### src/rtl/twiddle_gen_qw.sv
// twiddle_gen_qw
//   Twiddle-factor generator for radix-2 FFT stages. A quarter-wave cosine
//   table of N/4+1 entries is built at elaboration. The full factor
//   W_N^k = {cos(-2*pi*k/N), sin(-2*pi*k/N)} for k in [0, N/2) is rebuilt
//   from that table by quadrant folding. The result goes through a 2-stage
//   pipeline that accepts one sample per cycle.
//
// Ports
//   clk       clock, all state changes on the rising edge
//   rst_n     asynchronous active-low reset
//   in_valid  addr/inv are sampled this cycle
//   addr      twiddle index k, 0..N/2-1 (AW bits)
//   inv       1 = inverse transform, conjugate the output
//   tf_valid  tf_out holds a new result
//   tf_out    {re[2W-1:W], im[W-1:0]}, signed, scale 2^(W-2)
module twiddle_gen_qw #(
  parameter int N = 128,
  parameter int W = 8,
  localparam int AW = $clog2(N) - 1
) (
  input  logic            clk,
  input  logic            rst_n,
  input  logic            in_valid,
  input  logic [AW-1:0]   addr,
  input  logic            inv,
  output logic            tf_valid,
  output logic [2*W-1:0]  tf_out
);

  localparam int Q = N / 4;

  if (N < 8 || (N & (N - 1)) != 0) begin : g_bad_n
    $error("twiddle_gen_qw: N must be a power of two and at least 8");
  end
  if (W < 2 || W > 32) begin : g_bad_w
    $error("twiddle_gen_qw: W must be in the range 2..32");
  end

  // Computes round(2^(W-2) * cos(2*pi*m/N)), rounding half away from zero.
  // The function uses 60-bit fixed point and a Taylor series, so it needs
  // no real math at elaboration. The angle is at most pi/2, so 24 terms
  // converge far below one LSB. The pi constant is truncated from its hex
  // expansion 3.243F6A8885A308D313...
  function automatic logic signed [W-1:0] cos_entry(input int m);
    logic signed [127:0] pi_fix;
    logic signed [127:0] x;
    logic signed [127:0] x2;
    logic signed [127:0] term;
    logic signed [127:0] sum;
    logic signed [127:0] mag;
    logic signed [127:0] r;
    pi_fix = 128'sh3243F6A8885A308D;
    x      = (pi_fix * 128'(2 * m)) / 128'(N);
    x2     = (x * x) >>> 60;
    term   = 128'sd1 <<< 60;
    sum    = term;
    for (int n = 1; n <= 24; n++) begin
      term = -((term * x2) >>> 60) / 128'(2 * n * (2 * n - 1));
      sum  = sum + term;
    end
    mag = (sum < 0) ? -sum : sum;
    r   = ((mag <<< (W - 2)) + (128'sd1 <<< 59)) >>> 60;
    if (sum < 0) begin
      r = -r;
    end
    return r[W-1:0];
  endfunction

  logic signed [W-1:0] cos_rom [0:Q];

  for (genvar gi = 0; gi <= Q; gi++) begin : g_rom
    localparam logic signed [W-1:0] CV = cos_entry(gi);
    assign cos_rom[gi] = CV;
  end

  // ---------------- stage 1: fold the index into the quarter table --------
  logic          v1_q, v1_d;
  logic [AW-1:0] re_idx_q, re_idx_d;
  logic [AW-1:0] im_idx_q, im_idx_d;
  logic          quad_q, quad_d;
  logic          inv1_q, inv1_d;

  logic [AW-1:0] low_idx;
  logic [AW-1:0] comp_idx;

  // The top address bit selects the second quadrant, because Q = 2^(AW-1).
  // In that quadrant the roles of the index j and of Q-j swap.
  always_comb begin
    low_idx  = {1'b0, addr[AW-2:0]};
    comp_idx = AW'(Q) - low_idx;
    v1_d     = in_valid;
    quad_d   = addr[AW-1];
    inv1_d   = inv;
    re_idx_d = addr[AW-1] ? comp_idx : low_idx;
    im_idx_d = addr[AW-1] ? low_idx  : comp_idx;
  end

  always_ff @(posedge clk or negedge rst_n) begin
    if (!rst_n) begin
      v1_q     <= 1'b0;
      re_idx_q <= '0;
      im_idx_q <= '0;
      quad_q   <= 1'b0;
      inv1_q   <= 1'b0;
    end else begin
      v1_q     <= v1_d;
      re_idx_q <= re_idx_d;
      im_idx_q <= im_idx_d;
      quad_q   <= quad_d;
      inv1_q   <= inv1_d;
    end
  end

  // ---------------- stage 2: table read, sign fix, output register --------
  logic            tf_valid_q, tf_valid_d;
  logic [2*W-1:0]  tf_out_q, tf_out_d;

  logic signed [W-1:0] re_tab;
  logic signed [W-1:0] im_tab;
  logic signed [W-1:0] re_val;
  logic signed [W-1:0] im_val;

  // The sine term is always -C[..] after folding. The inverse transform
  // cancels that negation. |C| <= 2^(W-2), so no negation can overflow.
  always_comb begin
    re_tab     = cos_rom[re_idx_q];
    im_tab     = cos_rom[im_idx_q];
    re_val     = quad_q ? -re_tab : re_tab;
    im_val     = inv1_q ? im_tab : -im_tab;
    tf_valid_d = v1_q;
    tf_out_d   = v1_q ? {re_val, im_val} : tf_out_q;
  end

  always_ff @(posedge clk or negedge rst_n) begin
    if (!rst_n) begin
      tf_valid_q <= 1'b0;
      tf_out_q   <= '0;
    end else begin
      tf_valid_q <= tf_valid_d;
      tf_out_q   <= tf_out_d;
    end
  end

  assign tf_valid = tf_valid_q;
  assign tf_out   = tf_out_q;

endmodule
### config.mk
export PLATFORM = sky130hd
export DESIGN_NAME = twiddle_gen_qw
export DESIGN_NICKNAME = d
export VERILOG_FILES = /design/src/rtl/twiddle_gen_qw.sv
export SDC_FILE = /design/constraint.sdc
export NUM_CORES = 1
export LEC_CHECK = 0
export CORE_UTILIZATION = 35
export DETAILED_ROUTE_END_ITERATION = 8
export PLACE_DENSITY = 0.62
export SYNTH_ARGS = -nofsm -noshare
export SYNTH_HDL_FRONTEND = slang
export SYNTH_SLANG_ARGS = --single-unit
### constraint.sdc
create_clock -name clk -period 3.6 [get_ports clk]
set_clock_uncertainty 0.05 [all_clocks]
set_input_delay 0.36 -clock clk [delete_from_list [all_inputs] [get_ports clk]]
set_output_delay 0.36 -clock clk [all_outputs]
set_load 0.005 [all_outputs]
Word level (Yosys, flattened, before mapping)
Memories as Yosys holds them, arrays and structs flattened.
Index checks and enable logic that the tools add are counted.
W data, S select, Z words.
- register bits after elaboration: 32
- bits in latches: 0
- bits in writable memories: 0
- memory bits (read-only): 1024
- output and inout port bits: 17
- memories: 2
- add/sub/neg operators: 3
- $mul: 0
- divide/modulo/power cells: 0
- order comparisons: 2
- eq/ne operators: 0
- shift operators: 0
- multiplexer cells: 8
- bitwise gates (word level): 2
- reductions and logical operators: 0
- memory list (name ; depth ; bits a word ; rd ports ; clocked after Yosys merged registers in ; wr ports ; line ; source):
    (name not given) ; 64 ; 8 ; 1 ; 0 ; 0 ; 127 ; im_tab = cos_rom[im_idx_q];
    (name not given) ; 64 ; 8 ; 1 ; 0 ; 0 ; 126 ; re_tab = cos_rom[re_idx_q];
- operators by type and width (operator ; number):
    $mux W8 ; 6
    $neg A8 Y8 ; 2
    $ge A7 B7 Y1 const B ; 2
    $not A6 Y7 ; 2
    $mux W6 ; 2
    $sub A6 B5 Y6 const A ; 1

Logic depth before layout (Yosys ltp)
Gate-level depths: netlist (run 1).
- depth in word-level cells: 6
- depth in mapped cells: 10
- depth with buffers taken out: 10

Least setup slack after synthesis (run 1)
No wires, ideal clock.
- path kind: reg2reg
- start: reg im_idx_q[0]
- end: reg tf_out_q[6], in the netlist tf_out[6]
- library setup time: 0.077 ns
- arrival: 2.549 ns
- required time: 3.473 ns
- path slack: 0.924 ns
- cell stages (with the launch flop): 10
- buffers on the path: 0
- cells stage by stage: dfrtp_1 inv_1 ha_1 mux4_2 o211ai_2 ha_1 nor4b_1 a31oi_1 xnor2_1 a21oi_1
- longest elaborated chain between the ends: 6
- ends and longest elaborated chain (element ; line ; source):
    start, declared ; 79 ; logic [AW-1:0] im_idx_q, im_idx_d;
    start signal, assigned ; 108 ; im_idx_q <= im_idx_d;
    $not A6 Y7 (implied by the code) * ; 127 ;
    $mem_v2 Z64 W8 * ; - ;
    $mux W8 (implied by the code) * (2 in a row) ; 127 ;
    $neg A8 Y8 ; 129 ; im_val = inv1_q ? im_tab : -im_tab;
    $mux W8 * ; 129 ;
    end signal, assigned ; 140 ; tf_out_q <= tf_out_d;
    end, declared ; 116 ; logic [2*W-1:0] tf_out_q, tf_out_d;
Mark *: on every way between the ends. The rest lies on a longest branch, timed or not. The select of a mux whose other input is x is not followed.
A chain may end at the register's enable or synchronous reset.

Final worst setup path (run 1)
Ends and elaborated chain as after synthesis.

==> run summary, run 1 <==
IO buf count -> 26
RSZ-0062 raised after global routing -> no
# diodes -> 0
Final GP Congestion -> 0.867
Setup slack after placement -> 559 ps
Minimum clock period -> 3060 ps
Post-Syn Nets -> 263
Worst hold slack -> 439 ps
Core footprint -> 0.00599 mm²
Die W -> 81.5 µm
Drt drc -> 0
Synth Warn # -> 0
Outcome -> finished clean
Worst-case clock buffer depth -> 2
Min-Delay Path Class -> in2async
Sink Count -> 31
Drt first-iter violations -> 66
Switching share of total power -> 0.322
Top FF cell, synth -> dfrtp_1
FMAX -> 327 MHz
Flops & latches, synth -> 31
Total grt overflow -> 0
Pin count of the biggest net entering global routing -> 32
Worst slew pin tran -> 962 ps
Pre-Repair DR Iteration Count -> 4
Area grow syn2layout -> 16.8%
Most frequent cells in the layout -> dfrtp_1, clkdlybuf4s50_1, nor2_1
Die Area -> 0.00663 mm²
Vias post-DR -> 1791
Setup ws final -> 545 ps
Filler Cells Inserted -> 586
Antenna violations before repair -> 0
Fraction of layout cells with a size suffix above 1 -> 0.0769
Final setup fails -> 0
Max-cap viol count -> 0
Num ports -> 27
Crit path buf inv count -> 1
Critical Path Most Common Cell -> ha_1
PnR Total Power -> 1.13 mW
Worst EP required -> 3650 ps
# H-tree levels -> 2
Max_slew headroom -> 0.358
CTS Buf Count -> 5
Nets@finish -> 285
Comb pwr share -> 0.350
Final instance area -> 0.00258 mm²
Seq pwr share -> 0.418
Post-DRT Antenna Nets -> 0
DR WL/cell -> 13.0 µm
Asr flop ratio synth -> 1.00
Global-route wire length before repair -> 7.38 mm
Setup Fix Bufs, Post-CTS -> 0
Cells resized by post-CTS repair -> 0
Mean Syn Cell Area -> 9.28 µm²
Slew Limit Fails -> 0
CTS hold repair buffers -> 0
Setup TNS -> 0 ps
Initial Utilization -> 0.369
Worst Setup Path Type -> reg2reg
Worst setup SP type -> flip-flop
PD cells -> 437 mW/mm²
Endpoints failing hold -> 0
Synth unique cells -> 52
Worst path slowest cell -> dfrtp_1
CTS tree -> built
Syn Std Cell Area -> 0.00221 mm²
Placed cell areas -> 0.00249 mm²
Row count -> 28
WP data arrival -> 3110 ps
Clock latency on the worst-skew pair -> 270 ps
Final WL -> 4.35 mm
Die Height -> 81.5 µm
P_int -> 0.765 mW
Vias in the first global route -> 1626
Gr usage total -> 0.142
Cell breakdown of the critical path -> inv_1, ha_1, mux4_2, o211ai_2, ha_1, nor4b_1, a31oi_1, xnor2_1, a21oi_1
Clock transition at the registers of the reported paths -> 70 ps
CP endpoint kind -> flip-flop
Most common library cell in the layout ignoring fill and taps -> dfrtp_1
Clk network pwr share -> 0.232
EDFF count, synth -> 0
HPWL Detailed -> 3.24 mm
CTS Root Cell -> clkbuf_8
Synthesized instance count -> 238
Routed vias/inst -> 5.35
Kind of cell adding the most delay to the critical path -> adder cells
VDD IR-drop max -> 0.000212 V
Tcrit/Tclk final -> 0.849
Net Sw Power -> 0.363 mW
Leak pwr -> 1.07 nW
CP Max Fanout -> 13
CP peak stage delay -> 570 ps
Sequential share of the synthesized area -> 0.351
[flip-flops by register name (all words and copies together), names as in the netlist]
name	cells
tf_out	16
im_idx_q	6
re_idx_q	5
inv1_q	1
quad_q	1
tf_valid	1
tf_valid_d	1
[Yosys cell counts, types with 2 or more instances]
cell type / count / area share
dfrtp_1: 31 / 0.35
nor2_1: 22 / 0.037
inv_1: 18 / 0.031
a21oi_1: 16 / 0.036
ha_1: 15 / 0.085
nand2_1: 13 / 0.022
a31oi_1: 12 / 0.034
nor2b_1: 11 / 0.031
xnor2_1: 10 / 0.040
nand2b_1: 8 / 0.023
nand3_1: 5 / 0.011
o21ai_0: 5 / 0.011
clkbuf_1: 4 / 0.0068
nor4b_1: 4 / 0.016
xor2_1: 4 / 0.016
a21o_1: 3 / 0.010
buf_6: 3 / 0.015
mux2_2: 3 / 0.015
nand4_1: 3 / 0.0085
nor4_1: 3 / 0.0085
o22ai_1: 3 / 0.0085
o311ai_1: 3 / 0.012
a211o_1: 2 / 0.0079
a211oi_1: 2 / 0.0068
and2_1: 2 / 0.0057
buf_2: 2 / 0.0045
buf_4: 2 / 0.0068
mux2i_1: 2 / 0.0091
mux4_2: 2 / 0.020
o21a_1: 2 / 0.0068
o31ai_1: 2 / 0.0068
[per-layer routing]
| metal | GRT usage | vias to the layer above | share of wire |
|---|---|---|---|
| met5 | 0 | - | 0 |
| met4 | 0.0304 | 0 | 0.0035 |
| met3 | 0.0378 | 2 | 0.064 |
| met2 | 0.231 | 60 | 0.45 |
| met1 | 0.188 | 834 | 0.48 |
| li1 | - | 895 | - |
[layout make-up]
class	instances	area [µm²]	area share
clock buffers	6	82.6	0.0320
clock inverters	1	5.00	0.00194
inverters	19	76.3	0.0296
multi-input cells	176	1280	0.496
flip-flops and latches	31	776	0.301
well taps	75	93.8	0.0364
repair buffers	27	268	0.104
[metrics by stage]
step                cells   util
detailed placement    328  0.416
global route          335  0.431
finish                335  0.431
global placement      328  0.416
CTS                   335  0.431
floorplan             238      -
[worst paths after layout]
| check | depth (start not counted) | endpoint | slack, ps | from |
|---|---|---|---|---|
| hold reg to reg | 1 | tf_out[2] | 460 | tf_out[2] |
| min in group clk | 1 | tf_out[2] | 460 | tf_out[2] |
| setup / recovery | 9 | tf_out[6] | 540 | im_idx_q[0] |
| hold / removal | 2 | inv1_q | 440 | rst_n |
| setup reg to reg | 9 | tf_out[6] | 540 | im_idx_q[0] |
| max in group asynchronous | 2 | re_idx_q[3] | 2780 | rst_n |
[power by group through the flow]
stage                     Sequential, mW  Combinational [mW]  Clock (mW)
after floorplan                    0.448               0.276           0
after global placement             0.477               0.389           0
after detailed placement           0.479               0.393           0
after CTS                          0.472               0.395       0.273
after global routing               0.483               0.438       0.288
final                              0.472               0.394       0.262
[cell families after synthesis]
| kind of cell | Yosys count | share of synthesized area |
|---|---|---|
| AND/OR/NAND/NOR | 78 | 0.186 |
| AO/OA/AOI/OAI | 62 | 0.208 |
| buffers and inverters | 31 | 0.0696 |
| flip-flops | 31 | 0.351 |
| adder cells (fa/ha/maj) | 15 | 0.0849 |
| XOR/XNOR | 14 | 0.0555 |
| multiplexers | 7 | 0.0447 |
Note: power is estimated with default switching activity, not from simulation.
==> run 2: changes to the inputs <==
- clock period: 3.6 -> 2.95 ns (I/O delays scaled with it)
==> run summary, run 2 (synthesis results as in run 1) <==
Die Area -> 0.00663 mm²
Slew Limit Fails -> 0
Row count -> 28
Fraction of layout cells with a size suffix above 1 -> 0.0913
Critical Path Most Common Cell -> ha_1
Vias post-DR -> 1781
CTS Buf Count -> 5
CP Launch Point -> im_idx_q[0]
Sink Count -> 31
Setup TNS -> 0 ps
Gr usage total -> 0.147
Core Util, Final -> 0.435
Number of flip-flops in the largest register -> 16
Kind of cell adding the most delay to the critical path -> adder cells
Nets@finish -> 288
Num ports -> 27
Pre-Repair DR Iteration Count -> 5
Worst-case clock buffer depth -> 2
CTS Root Cell -> clkbuf_8
Clock transition at the registers of the reported paths -> 70 ps
Cell breakdown of the critical path -> inv_1, ha_1, mux4_2, o211ai_2, ha_1, nor4b_1, a31oi_1, xnor2_1, a21oi_1
PnR Total Power -> 1.40 mW
Worst Setup Path Type -> reg2reg
Post-DRT Antenna Nets -> 0
CP Max Fanout -> 7
CP peak stage delay -> 490 ps
Min-Delay Path Class -> in2async
Outcome -> finished clean
Most common library cell in the layout ignoring fill and taps -> dfrtp_1
Endpoints failing hold -> 0
CP endpoint kind -> flip-flop
Most frequent cells in the layout -> dfrtp_1, clkdlybuf4s50_1, nor2_1
VDD IR-drop max -> 0.000260 V
Critical path depth in cells -> 9
DR WL/cell -> 13.2 µm
Pin count of the biggest net entering global routing -> 32
Die Height -> 81.5 µm
Reg2Reg Setup Slack -> 260 ps
Final GP Congestion -> 0.854
Worst setup SP type -> flip-flop
CTS hold repair buffers -> 0
PD cells -> 536 mW/mm²
Routed vias/inst -> 5.27
# diodes -> 0
Minimum clock period -> 2690 ps
Area grow syn2layout -> 17.9%
Filler Cells Inserted -> 570
Max-cap viol count -> 0
Final setup fails -> 0
Worst path slowest cell -> mux4_2
Clock latency on the worst-skew pair -> 280 ps
Critical Path End -> tf_out[6]
FF-to-FF Start -> im_idx_q[0]
Global-route wire length before repair -> 7.27 mm
Vias in the first global route -> 1551
Initial Utilization -> 0.369
Crit path buf inv count -> 1
FMAX -> 372 MHz
IO buf count -> 26
Total grt overflow -> 0
Leak pwr -> 1.08 nW
# H-tree levels -> 2
Tcrit/Tclk final -> 0.912
Max_slew headroom -> 0.583
Die W -> 81.5 µm
HPWL Detailed -> 3.22 mm
RR Endpoint -> tf_out[6]
RSZ-0062 raised after global routing -> no
Worst slew pin tran -> 617 ps
R2R depth -> 9
CTS tree -> built
Antenna violations before repair -> 0
Worst EP required -> 3110 ps
WP data arrival -> 2850 ps
Drt drc -> 0
Final WL -> 4.45 mm
Drt first-iter violations -> 72
Core footprint -> 0.00599 mm²
run 2: changes by cell type in the layout (fill, tap and decap cells not counted):
cell	before	now
buf_4	1	4
dfrtp_1	31	30
dfrtp_2	0	1
run 2: through the flow:
step	instances	hold slack, ps	setup slack (ps)	cell area, µm²
floorplan	238	-50.6	274	2210
global placement	331	443	293	2520
CTS	338	359	186	2600
finish	338	356	260	2610
global route	338	386	101	2610
detailed placement	331	451	218	2520
run 2: area by class of cell:
cell class	count	area, µm²	area share
multi-input cells	176	1280	0.491
flip-flops and latches	31	777	0.298
repair buffers	30	290	0.111
well taps	75	93.8	0.0360
clock buffers	6	82.6	0.0317
inverters	19	76.3	0.0293
clock inverters	1	5.00	0.00192
run 2: repair_timing:
item / CTS / global route
resized for setup: 0 / 1
setup buffers: 0 / 0
endpoints found under the setup margin: 0 / 1
run 2: how the worst min path moves through the flow:
stage	from	endpoint	slack, ps	cells past startpoint
2_1_floorplan	rst_n	im_idx_q[0]	-50	0
3_3_place_gp	tf_out[2]	tf_out[2]	440	1
3_5_place_dp	tf_out[2]	tf_out[2]	450	1
4_1_cts	rst_n	tf_out[12]	360	2
5_1_grt	rst_n	tf_out[12]	390	2
6_report	rst_n	tf_out[10]	360	2
run 2: layer usage:
metal	share of wire	up-vias	global-route usage
met2	0.43	67	0.220
met3	0.073	6	0.0478
met4	0.0097	0	0.0571
li1	-	895	-
met5	0	-	0
met1	0.49	813	0.195
run 2: report_power, final:
group | switching, mW | internal (mW)
Sequential | 0.0802 | 0.492
Clock | 0.155 | 0.183
Combinational | 0.224 | 0.262
==> run 3: changes to the inputs <==
- CORE_UTILIZATION: 35 -> 50
- PLACE_DENSITY: 0.62 -> 0.81
- REMOVE_ABC_BUFFERS: default -> 1
- SETUP_SLACK_MARGIN: default -> 0.1
==> run summary, run 3 (synthesis results as in run 1) <==
Initial Utilization -> 0.537
R2R depth -> 9
PD cells -> 533 mW/mm²
Setup Fix Bufs, Post-CTS -> 0
Reg2Reg Setup Slack -> 280 ps
Worst slew pin tran -> 638 ps
Worst setup SP type -> flip-flop
Nets@finish -> 288
# diodes -> 0
CP Max Fanout -> 10
Clock transition at the registers of the reported paths -> 60 ps
VDD IR-drop max -> 0.000270 V
CP endpoint kind -> flip-flop
Final GP Congestion -> 0.928
Vias in the first global route -> 1614
CTS Root Cell -> clkbuf_8
Placed cell areas -> 0.00248 mm²
Max_slew headroom -> 0.569
HPWL Detailed -> 3.19 mm
CP Launch Point -> im_idx_q[1]
Total grt overflow -> 0
Drt drc -> 0
Antenna violations before repair -> 0
Pre-Repair DR Iteration Count -> 4
CTS Buf Count -> 5
Endpoints failing hold -> 0
Max-cap viol count -> 0
Minimum clock period -> 2670 ps
Gr usage total -> 0.211
Most frequent cells in the layout -> dfrtp_1, clkdlybuf4s50_1, nor2_1
Pin count of the biggest net entering global routing -> 32
Worst EP required -> 3030 ps
Final setup fails -> 0
Num ports -> 27
Drt first-iter violations -> 99
Routed vias/inst -> 5.61
Min-Delay Path Class -> in2async
Worst Setup Path Type -> reg2reg
Clock latency on the worst-skew pair -> 270 ps
Setup TNS -> 0 ps
Most common library cell in the layout ignoring fill and taps -> dfrtp_1
Core Util, Final -> 0.624
Post-DRT Antenna Nets -> 0
Outcome -> finished clean
Final WL -> 4.33 mm
RR Endpoint -> tf_out[6]
Die W -> 68.5 µm
Sink Count -> 31
FF-to-FF Start -> im_idx_q[1]
Die Height -> 68.5 µm
Die Area -> 0.00469 mm²
CTS tree -> built
Leak pwr -> 1.08 nW
RSZ-0062 raised after global routing -> no
Vias post-DR -> 1762
IO buf count -> 26
Core footprint -> 0.00412 mm²
Global-route wire length before repair -> 7.38 mm
Worst-case clock buffer depth -> 2
Fraction of layout cells with a size suffix above 1 -> 0.0871
Row count -> 23
Final instance area -> 0.00257 mm²
WP data arrival -> 2760 ps
Cells resized by post-CTS repair -> 0
Tcrit/Tclk final -> 0.907
Critical Path End -> tf_out[6]
DR WL/cell -> 13.8 µm
CTS hold repair buffers -> 0
# H-tree levels -> 2
Area grow syn2layout -> 16.2%
Slew Limit Fails -> 0
FMAX -> 374 MHz
Number of flip-flops in the largest register -> 16
run 3: cell type report:
| type | instances | area, µm² |
|---|---|---|
| repair buffers | 30 | 290 |
| fillers | 362 | 1550 |
| clock buffers | 7 | 76.3 |
| well taps | 50 | 62.6 |
| multi-input cells | 176 | 1280 |
| flip-flops and latches | 31 | 777 |
| inverters | 19 | 76.3 |
| clock inverters | 1 | 5.00 |
run 3: critical path: stages (launching register included):
cell,delay [ps]
dfrtp_2,460
inv_1,90
ha_1,360
mux4_2,490
o211ai_2,220
ha_1,230
nor4b_1,260
a31oi_1,140
xnor2_1,150
a21oi_1,80
run 3: layer usage:
layer / vias to the layer above / global-route usage / part of all wire
met5: - / 0 / 0
met4: 0 / 0.0625 / 0.0062
met3: 2 / 0.0350 / 0.028
met2: 36 / 0.348 / 0.49
met1: 827 / 0.280 / 0.47
li1: 897 / - / -
run 3: worst min-delay path by stage:
stage / start / cells past startpoint / slack, ps / endpoint
2_1_floorplan: rst_n / 0 / -50 / im_idx_q[0]
3_3_place_gp: tf_out[2] / 1 / 440 / tf_out[2]
3_5_place_dp: tf_out[4] / 1 / 450 / tf_out[4]
4_1_cts: rst_n / 2 / 360 / inv1_q
5_1_grt: rst_n / 2 / 400 / tf_out[4]
6_report: rst_n / 2 / 350 / tf_out[5]
run 3: metrics by stage:
step	setup WS, ps	total power, mW	hold slack [ps]	std cells
detailed placement	213	1.06	445	306
finish	275	1.37	351	314
floorplan	252	0.862	-50.6	226
global placement	301	1.05	439	306
CTS	185	1.38	358	314
global route	103	1.47	403	314
run 3: report_power, final:
part	total, mW	internal, mW	switching, mW
clock	0.310	0.165	0.145
sequential	0.574	0.492	0.0825
combinational	0.484	0.262	0.222
total	1.37	0.919	0.449
